## config.mk

```make
export PLATFORM = sky130hd
export DESIGN_NAME = multicycle_control
export DESIGN_NICKNAME = d
export VERILOG_FILES = /design/src/rtl/multicycle_control.sv
export SDC_FILE = /design/constraint.sdc
export NUM_CORES = 1
export LEC_CHECK = 0
export ABC_AREA = 1
export CORE_MARGIN = 2
export CORE_UTILIZATION = 48
export DETAILED_ROUTE_END_ITERATION = 6
export GPL_ROUTABILITY_DRIVEN = 0
export GPL_TIMING_DRIVEN = 0
export HOLD_SLACK_MARGIN = 0.08
export PLACE_DENSITY = 0.84
export SLEW_MARGIN = 20
export SYNTH_ARGS = -nofsm -noshare
export SYNTH_HDL_FRONTEND = slang
export SYNTH_SLANG_ARGS = --single-unit
```

## constraint.sdc

```tcl
create_clock -name clk -period 1.65 [get_ports clk]
set_input_delay 0.4125 -clock clk [delete_from_list [all_inputs] [get_ports clk]]
set_output_delay 0.4125 -clock clk [all_outputs]
set_load 0.1 [all_outputs]
```

## src/rtl/multicycle_control.sv

```systemverilog
// Main control FSM for the multi-cycle MIPS core.
// Sequences the shared datapath (single memory port, single ALU, IR/A/B/ALUOut/MDR)
// through fetch, decode, execute, memory and write-back states. All datapath
// controls are Moore outputs of the current state; the only input-dependent
// output is pc_en, which folds in the ALU zero flag during BRANCH.
// Also keeps a sticky illegal-opcode flag and a retired-instruction counter.
module multicycle_control #(
  parameter int CNT_W = 32
) (
  input  logic             clk,
  input  logic             rst_n,
  input  logic [5:0]       opcode,
  input  logic [5:0]       funct,
  input  logic             zero,
  output logic             pc_en,
  output logic [1:0]       pc_source,
  output logic             iord,
  output logic             mem_read,
  output logic             mem_write,
  output logic             ir_write,
  output logic             reg_write,
  output logic             reg_dst,
  output logic             mem_to_reg,
  output logic             alu_src_a,
  output logic [1:0]       alu_src_b,
  output logic [1:0]       alu_op,
  output logic [3:0]       state,
  output logic             illegal_op,
  output logic [CNT_W-1:0] instret
);

  // Opcodes understood by the decoder; everything else is illegal.
  localparam logic [5:0] OP_RTYPE = 6'b000000;
  localparam logic [5:0] OP_LW    = 6'b100011;
  localparam logic [5:0] OP_SW    = 6'b101011;
  localparam logic [5:0] OP_BEQ   = 6'b000100;
  localparam logic [5:0] OP_J     = 6'b000010;
  localparam logic [5:0] OP_ADDI  = 6'b001000;

  // R-type function code that turns an R-type into a register jump.
  localparam logic [5:0] FN_JR    = 6'b001000;

  // ALU operation classes consumed by the downstream ALU decoder.
  localparam logic [1:0] ALU_ADD   = 2'b00;
  localparam logic [1:0] ALU_SUB   = 2'b01;
  localparam logic [1:0] ALU_FUNCT = 2'b10;

  // ALU B-operand selections.
  localparam logic [1:0] SRCB_REG   = 2'b00;
  localparam logic [1:0] SRCB_FOUR  = 2'b01;
  localparam logic [1:0] SRCB_IMM   = 2'b10;
  localparam logic [1:0] SRCB_IMMSH = 2'b11;

  // PC source selections.
  localparam logic [1:0] PCSRC_ALU    = 2'b00;
  localparam logic [1:0] PCSRC_ALUOUT = 2'b01;
  localparam logic [1:0] PCSRC_JUMP   = 2'b10;
  localparam logic [1:0] PCSRC_REGA   = 2'b11;

  // State encoding is visible on the debug port, so the codes are fixed.
  typedef enum logic [3:0] {
    S_FETCH     = 4'd0,
    S_DECODE    = 4'd1,
    S_MEM_ADDR  = 4'd2,
    S_MEM_READ  = 4'd3,
    S_MEM_WB    = 4'd4,
    S_MEM_WRITE = 4'd5,
    S_EXECUTE   = 4'd6,
    S_R_WB      = 4'd7,
    S_BRANCH    = 4'd8,
    S_JUMP      = 4'd9,
    S_ADDI_EXEC = 4'd10,
    S_ADDI_WB   = 4'd11,
    S_JR        = 4'd12
  } state_t;

  state_t           state_reg;
  state_t           state_next;
  logic [CNT_W-1:0] instret_reg;
  logic [CNT_W-1:0] instret_next;
  logic             illegal_reg;
  logic             illegal_next;

  // Raw Moore controls before the reset gate on the strobes.
  logic       pc_write;
  logic       pc_write_cond;
  logic       mem_read_raw;
  logic       mem_write_raw;
  logic       ir_write_raw;
  logic       reg_write_raw;
  logic [1:0] pc_source_raw;
  logic       iord_raw;
  logic       reg_dst_raw;
  logic       mem_to_reg_raw;
  logic       alu_src_a_raw;
  logic [1:0] alu_src_b_raw;
  logic [1:0] alu_op_raw;

  // State register; reset parks the machine in FETCH.
  always_ff @(posedge clk or negedge rst_n) begin
    if (!rst_n) begin
      state_reg <= S_FETCH;
    end else begin
      state_reg <= state_next;
    end
  end

  // Retired-instruction counter and sticky illegal flag.
  always_ff @(posedge clk or negedge rst_n) begin
    if (!rst_n) begin
      instret_reg <= '0;
      illegal_reg <= 1'b0;
    end else begin
      instret_reg <= instret_next;
      illegal_reg <= illegal_next;
    end
  end

  // Next-state, bookkeeping and Moore output decode for the current state.
  always_comb begin
    state_next     = S_FETCH;
    instret_next   = instret_reg;
    illegal_next   = illegal_reg;
    pc_write       = 1'b0;
    pc_write_cond  = 1'b0;
    mem_read_raw   = 1'b0;
    mem_write_raw  = 1'b0;
    ir_write_raw   = 1'b0;
    reg_write_raw  = 1'b0;
    pc_source_raw  = PCSRC_ALU;
    iord_raw       = 1'b0;
    reg_dst_raw    = 1'b0;
    mem_to_reg_raw = 1'b0;
    alu_src_a_raw  = 1'b0;
    alu_src_b_raw  = SRCB_REG;
    alu_op_raw     = ALU_ADD;

    case (state_reg)
      S_FETCH: begin
        // Read instruction at PC into IR while the ALU computes PC+4.
        mem_read_raw  = 1'b1;
        ir_write_raw  = 1'b1;
        alu_src_b_raw = SRCB_FOUR;
        alu_op_raw    = ALU_ADD;
        pc_write      = 1'b1;
        pc_source_raw = PCSRC_ALU;
        state_next    = S_DECODE;
      end

      S_DECODE: begin
        // Speculatively compute the branch target into ALUOut.
        alu_src_b_raw = SRCB_IMMSH;
        alu_op_raw    = ALU_ADD;
        case (opcode)
          OP_LW, OP_SW: state_next = S_MEM_ADDR;
          OP_RTYPE:     state_next = (funct == FN_JR) ? S_JR : S_EXECUTE;
          OP_BEQ:       state_next = S_BRANCH;
          OP_J:         state_next = S_JUMP;
          OP_ADDI:      state_next = S_ADDI_EXEC;
          default: begin
            // Unknown opcode: drop it and refetch; it never retires.
            state_next   = S_FETCH;
            illegal_next = 1'b1;
          end
        endcase
      end

      S_MEM_ADDR: begin
        alu_src_a_raw = 1'b1;
        alu_src_b_raw = SRCB_IMM;
        alu_op_raw    = ALU_ADD;
        state_next    = (opcode == OP_SW) ? S_MEM_WRITE : S_MEM_READ;
      end

      S_MEM_READ: begin
        mem_read_raw = 1'b1;
        iord_raw     = 1'b1;
        state_next   = S_MEM_WB;
      end

      S_MEM_WB: begin
        reg_write_raw  = 1'b1;
        mem_to_reg_raw = 1'b1;
        state_next     = S_FETCH;
        instret_next   = instret_reg + CNT_W'(1);
      end

      S_MEM_WRITE: begin
        mem_write_raw = 1'b1;
        iord_raw      = 1'b1;
        state_next    = S_FETCH;
        instret_next  = instret_reg + CNT_W'(1);
      end

      S_EXECUTE: begin
        alu_src_a_raw = 1'b1;
        alu_src_b_raw = SRCB_REG;
        alu_op_raw    = ALU_FUNCT;
        state_next    = S_R_WB;
      end

      S_R_WB: begin
        reg_write_raw = 1'b1;
        reg_dst_raw   = 1'b1;
        state_next    = S_FETCH;
        instret_next  = instret_reg + CNT_W'(1);
      end

      S_BRANCH: begin
        // ALU compares A and B; PC takes ALUOut only when they are equal.
        alu_src_a_raw = 1'b1;
        alu_src_b_raw = SRCB_REG;
        alu_op_raw    = ALU_SUB;
        pc_write_cond = 1'b1;
        pc_source_raw = PCSRC_ALUOUT;
        state_next    = S_FETCH;
        instret_next  = instret_reg + CNT_W'(1);
      end

      S_JUMP: begin
        pc_write      = 1'b1;
        pc_source_raw = PCSRC_JUMP;
        state_next    = S_FETCH;
        instret_next  = instret_reg + CNT_W'(1);
      end

      S_ADDI_EXEC: begin
        alu_src_a_raw = 1'b1;
        alu_src_b_raw = SRCB_IMM;
        alu_op_raw    = ALU_ADD;
        state_next    = S_ADDI_WB;
      end

      S_ADDI_WB: begin
        // rt destination, ALUOut source: both selects stay at 0.
        reg_write_raw = 1'b1;
        state_next    = S_FETCH;
        instret_next  = instret_reg + CNT_W'(1);
      end

      S_JR: begin
        pc_write      = 1'b1;
        pc_source_raw = PCSRC_REGA;
        state_next    = S_FETCH;
        instret_next  = instret_reg + CNT_W'(1);
      end

      default: begin
        // Unreachable codes recover to FETCH without retiring anything.
        state_next = S_FETCH;
      end
    endcase
  end

  // Strobes that change architectural state are held off while reset is
  // asserted, even though the reset state (FETCH) would otherwise raise them.
  assign pc_en      = (pc_write | (pc_write_cond & zero)) & rst_n;
  assign mem_read   = mem_read_raw  & rst_n;
  assign mem_write  = mem_write_raw & rst_n;
  assign ir_write   = ir_write_raw  & rst_n;
  assign reg_write  = reg_write_raw & rst_n;

  // Mux selects and ALU class are harmless during reset and pass straight out.
  assign pc_source  = pc_source_raw;
  assign iord       = iord_raw;
  assign reg_dst    = reg_dst_raw;
  assign mem_to_reg = mem_to_reg_raw;
  assign alu_src_a  = alu_src_a_raw;
  assign alu_src_b  = alu_src_b_raw;
  assign alu_op     = alu_op_raw;

  assign state      = state_reg;
  assign illegal_op = illegal_reg;
  assign instret    = instret_reg;

endmodule

```

---- Word level (Yosys, flattened, before mapping) ----
Index checks and enable logic that the tools add are counted.
word-level totals
  output and inout port bits .............. 52
  flip-flop bits (word level) ............. 37
  logic and storage cells ................. 59
cells by class
  equal/unequal tests ..................... 18
  multiplexer cells ....................... 17
  $add $sub $neg .......................... 1
  reduce and logical (&&, ||, !) cells .... 12
  bitwise gates (word level) .............. 8
operators with widths
  kind                   count
  $add 32x1->32 const B  1
  $pmux 4 s6             1
  $eq 4x4->1 const B     5
  $pmux 4 s5             1
  $eq 4x3->1 const B     4
  $eq 6x4->1 const B     2
  $eq 6x6->1 const B     2
  $pmux 2 s3             2
  $mux 1                 10
  $eq 4x2->1 const B     2
  $reduce_or 2->1        4
  $reduce_or 7->1        1
  $and 1x1->1            6
  $eq 6x2->1 const B     1
  $eq 6x3->1 const B     1
  $logic_not 6->1        1
  $reduce_or 3->1        2
  $reduce_or 6->1        1
  $eq 4x1->1 const B     1
  $logic_not 4->1        1
  $mux 4                 1
  $pmux 2 s2             1
  $reduce_or 4->1        1
  $mux 3                 1
  3 further kinds        3

---- Longest topological paths before layout ----
  word-level depth ........................ 5
  gate-level depth with buffers ........... 10
  depth with buffers taken out ............ 10

---- Least setup slack after synthesis ----
No wires, ideal clock.
  kind .................................... reg2out
  from .................................... register state_reg[3] (netlist: state[3])
  to ...................................... output port pc_en
  stages on the path, launching flop included .. 5
  data required time ...................... 1.237 ns
  arrival time ............................ 5.131 ns
  slack ................................... -3.894 ns
  cell sequence ........................... dfrtp_1 -> inv_1 -> nor3_1 -> a21oi_1 -> a21oi_1
on the way
  cells in the longest elaborated chain, start to end .. 5
  elaborated cells between the ends (all ways) .. 10
  classes of those cells .................. eq/ne: 3; mux: 2; bitwise: 3; reduce/logical: 2
ends and longest elaborated chain
  what                                                 line      text
  start: declaration                                   77        state_t state_reg;
  start signal: assignment                             104       state_reg <= state_next;
  $eq 4x4->1 or $logic_not 4->1 (tied branches)        138       case (state_reg)
  $reduce_or 3->1 (no line) or $mux 1 (tied branches)  n/a
  $mux 1 or $and 1x1->1 (tied branches)                138, 257
  $or 1x1->1 (*)                                       257       assign pc_en = (pc_write | (pc_write_cond & zero)) & rst_n;
  $and 1x1->1 (*)                                      257
  end: declaration                                     15        output logic pc_en,
Mark *: on every way between the ends. The rest lies on a longest branch, timed or not.

---- Final worst setup path ----
  from .................................... register state_reg[1] (netlist: state[1])
  to ...................................... output port pc_en
Same word-level chain as after synthesis.

==> results_dict.tcl <==
set metrics [dict create \
    outcome "complete, but fails checks" \
    violations "DRC, setup timing" \
    nNetsFinal 447 \
    wl_per_cell_microns 17.4 \
    cts_root_buffer "clkbuf_8" \
    period_share 1.36 \
    core_area_sq_mm 0.00472 \
    cpLargestDelayFamily "flip-flops" \
    cpPeakStageDelay_ns 0.53 \
    dpl.cell_count 471 \
    tightest_slew_ns 0.889 \
    ys_ff_latch 37 \
    startpoint_type "flop" \
    grt_max_degree 20 \
    grt_usage 0.278 \
    vias 2879 \
    clock_sinks 37 \
    ir_worst_vdd_mv 1.57 \
    first_global_vias 2480 \
    worstRegToRegCells 8 \
    power_frac_seq 0.269 \
    r2r_start "state[3]" \
    ff2ff_setup_slack_ns -0.42 \
    drc 3 \
    initial_utilization 0.498 \
    path_max_fanout 6 \
    p_sw_w 0.00196 \
    drtIter0Drc 411 \
    clockBufferDepth 2 \
    syn_nets 353 \
    cts_made_buffers 5 \
    end_kind "primary output" \
    worstPathBufferInverterCount 2 \
    die_h_microns 74.0 \
    power_density_mw_per_mm2 1090 \
    required_ns 1.24 \
    ios 67 \
    crit_path_top_delay_cell "dfrtp_4" \
    combPwrFrac 0.529 \
    critical_path_class "reg -> out" \
    final_cell_count_no_fill 499 \
    path_cells "nor2_4, inv_4, nor3_4, a21oi_2, a21oi_4, buf_12" \
    totalPowerFinal_w 0.00411 \
    busiest_layer "met2" \
    cp_data_arrival_time_ns 1.83 \
    postSynthAreaPerCell_sq_um 6.98 \
    syn_to_final_growth_pct 60.0 \
    max_cap_viol_count 0 \
    cts_tree "yes" \
    ys_warn_count 0 \
    cts_max_level 2 \
    wirelength_mm 8.70 \
    diodes 0 \
    pwr-share-clk 0.202 \
    drv_slew 0 \
    grt_pass1_wl_mm 11.9 \
    postSynthCellCount 337 \
    min_period_ns 2.25 \
    fmax_mhz 445 \
    grt_overflow 0 \
    fin_skew_ns 0.00828 \
    grtUsageMet1 0.361 \
    drive_above_1_share 0.396 \
    synth.distinct_cells 27 \
    hold_ws_ns 0.417 \
    insertion_delay_ns 0.29 \
    grt_use_met2 0.478 \
    largest_reg_flops 32 \
    r2r-end "instret[20]" \
    cellInternalPower_w 0.00214 \
    slew_headroom 0.407 \
    detailed_place_hpwl_mm 4.90 \
    clk_pin_slew_ns 0.08 \
    leakagePower_nw 1.76 \
    min_path_type "in -> async" \
    setup_violations 34 \
    avgViaCountPerCell 5.77 \
    die_area_sq_mm 0.00547 \
    rsz0062_at_grt "yes" \
    portBuffers 66 \
    row_count 25 \
    switching_share 0.478 \
    yosysSeqAreaShare 0.394 \
    dr.pass1.iters 7 \
    antenna_found_initial 0 \
    use_met3 0.0366 \
    hold_violations 0 \
    worst_slack_ns -0.596 \
    drtAntennaViolNets 0 \
    fp.dieW_microns 74.0 \
    netlist_area_sq_mm 0.00235 \
]
[worst reg2reg max path, delay by kind of cell (launching register included)]
family	cells	cell delay, ns
DFF	1	0.54
and+or+nand+nor	7	1.30
buffers and inverters	1	0.17
[stage by stage]
step | utilization | instance area, sq um | TNS [ns] | setup slack, ns
floorplan | - | 2630 | -7.84 | -1.26
global placement | 0.715 | 3380 | -66.19 | -2.86
detailed placement | 0.720 | 3400 | -26.76 | -1.35
CTS | 0.767 | 3620 | -4.16 | -0.370
global route | 0.797 | 3760 | -10.21 | -0.637
finish | 0.797 | 3760 | -8.01 | -0.596
[worst max-delay path by stage]
stage	start	endpoint	slack [ns]	cells past startpoint
floorplan	state[0]	pc_en	-1.26	5
global placement	rst_n	mem_read	-2.86	4
detailed placement	rst_n	mem_read	-1.35	5
CTS	state[1]	pc_en	-0.37	6
global route	state[1]	pc_en	-0.64	6
finish	state[1]	pc_en	-0.60	6
[cell usage after synthesis, drive strengths merged]
cell,number,share of area
nand2,108,0.18
nor2,59,0.11
inv,51,0.081
dfrtp,37,0.39
nand3,19,0.048
nand4,14,0.037
nor3,9,0.024
xor2,8,0.030
xnor2,7,0.026
o21ai,6,0.013
a21oi,5,0.011
nand3b,4,0.013
nor3b,2,0.0064
o211ai,2,0.0064
o21bai,2,0.0064
buf,1,0.0048
ha,1,0.0053
o2111ai,1,0.0037
or2,1,0.0027
[repair_timing]
action,in CTS,in global routing
hold buffers,2,0
endpoints found under the setup margin,52,58
endpoints found under the hold margin,19,0
buffers inserted,6,12
gates resized for setup,317,39
pin swaps,6,12
[final cells by class]
type,instances,area (sq um)
Buffer,1,11.3
Clock buffer,7,86.3
Clock inverter,1,30.0
Fill cell,290,961
Inverter,51,215
Multi-Input combinational cell,248,1490
Sequential cell,37,1020
Tap cell,67,83.8
Timing Repair Buffer,87,828
[per-layer routing]
layer,wire (microns),up-vias,share of wire
met5,0,-,0
met3,804,63,0.092
met1,3240,1347,0.37
li1,-,1244,-
met4,433,0,0.050
met2,4220,225,0.49
[cell usage in the layout (no fill, tap or decap), drive strengths merged]
cell and instances:
nand2 108, buf 72, nor2 59, inv 50, dfrtp 37, nand3 19, nand4 14, clkdlybuf4s50 13
nor3 9, xor2 8, xnor2 7, clkbuf 7, o21ai 6, a21oi 5, nand3b 4, o211ai 2
o21bai 2, nor3b 2, dlymetal6s4s 2, clkinvlp 1, o2111ai 1, or2 1, ha 1, bufinv 1
clkdlybuf4s18 1
[kinds of logic (layout without fill, tap and decap cells)]
kind of cell | after synthesis | in the layout | share of synthesized area
buffers and inverters | 52 | 147 | 0.0862
AO/OA/AOI/OAI | 16 | 16 | 0.0399
adder cells (fa/ha/maj) | 1 | 1 | 0.00532
AND/OR/NAND/NOR | 216 | 216 | 0.419
XOR/XNOR | 15 | 15 | 0.0559
flip-flops | 37 | 37 | 0.394
[power groups by stage]
stage	clock (W)	sequential, W	combinational [W]
after floorplan	0	0.00153	0.000915
after global placement	0	0.00112	0.00169
after detailed placement	0	0.00112	0.00171
after CTS	0.000824	0.00110	0.00198
after global routing	0.000847	0.00112	0.00224
final	0.000828	0.00111	0.00217
Note: power is estimated with default switching activity, not from simulation.
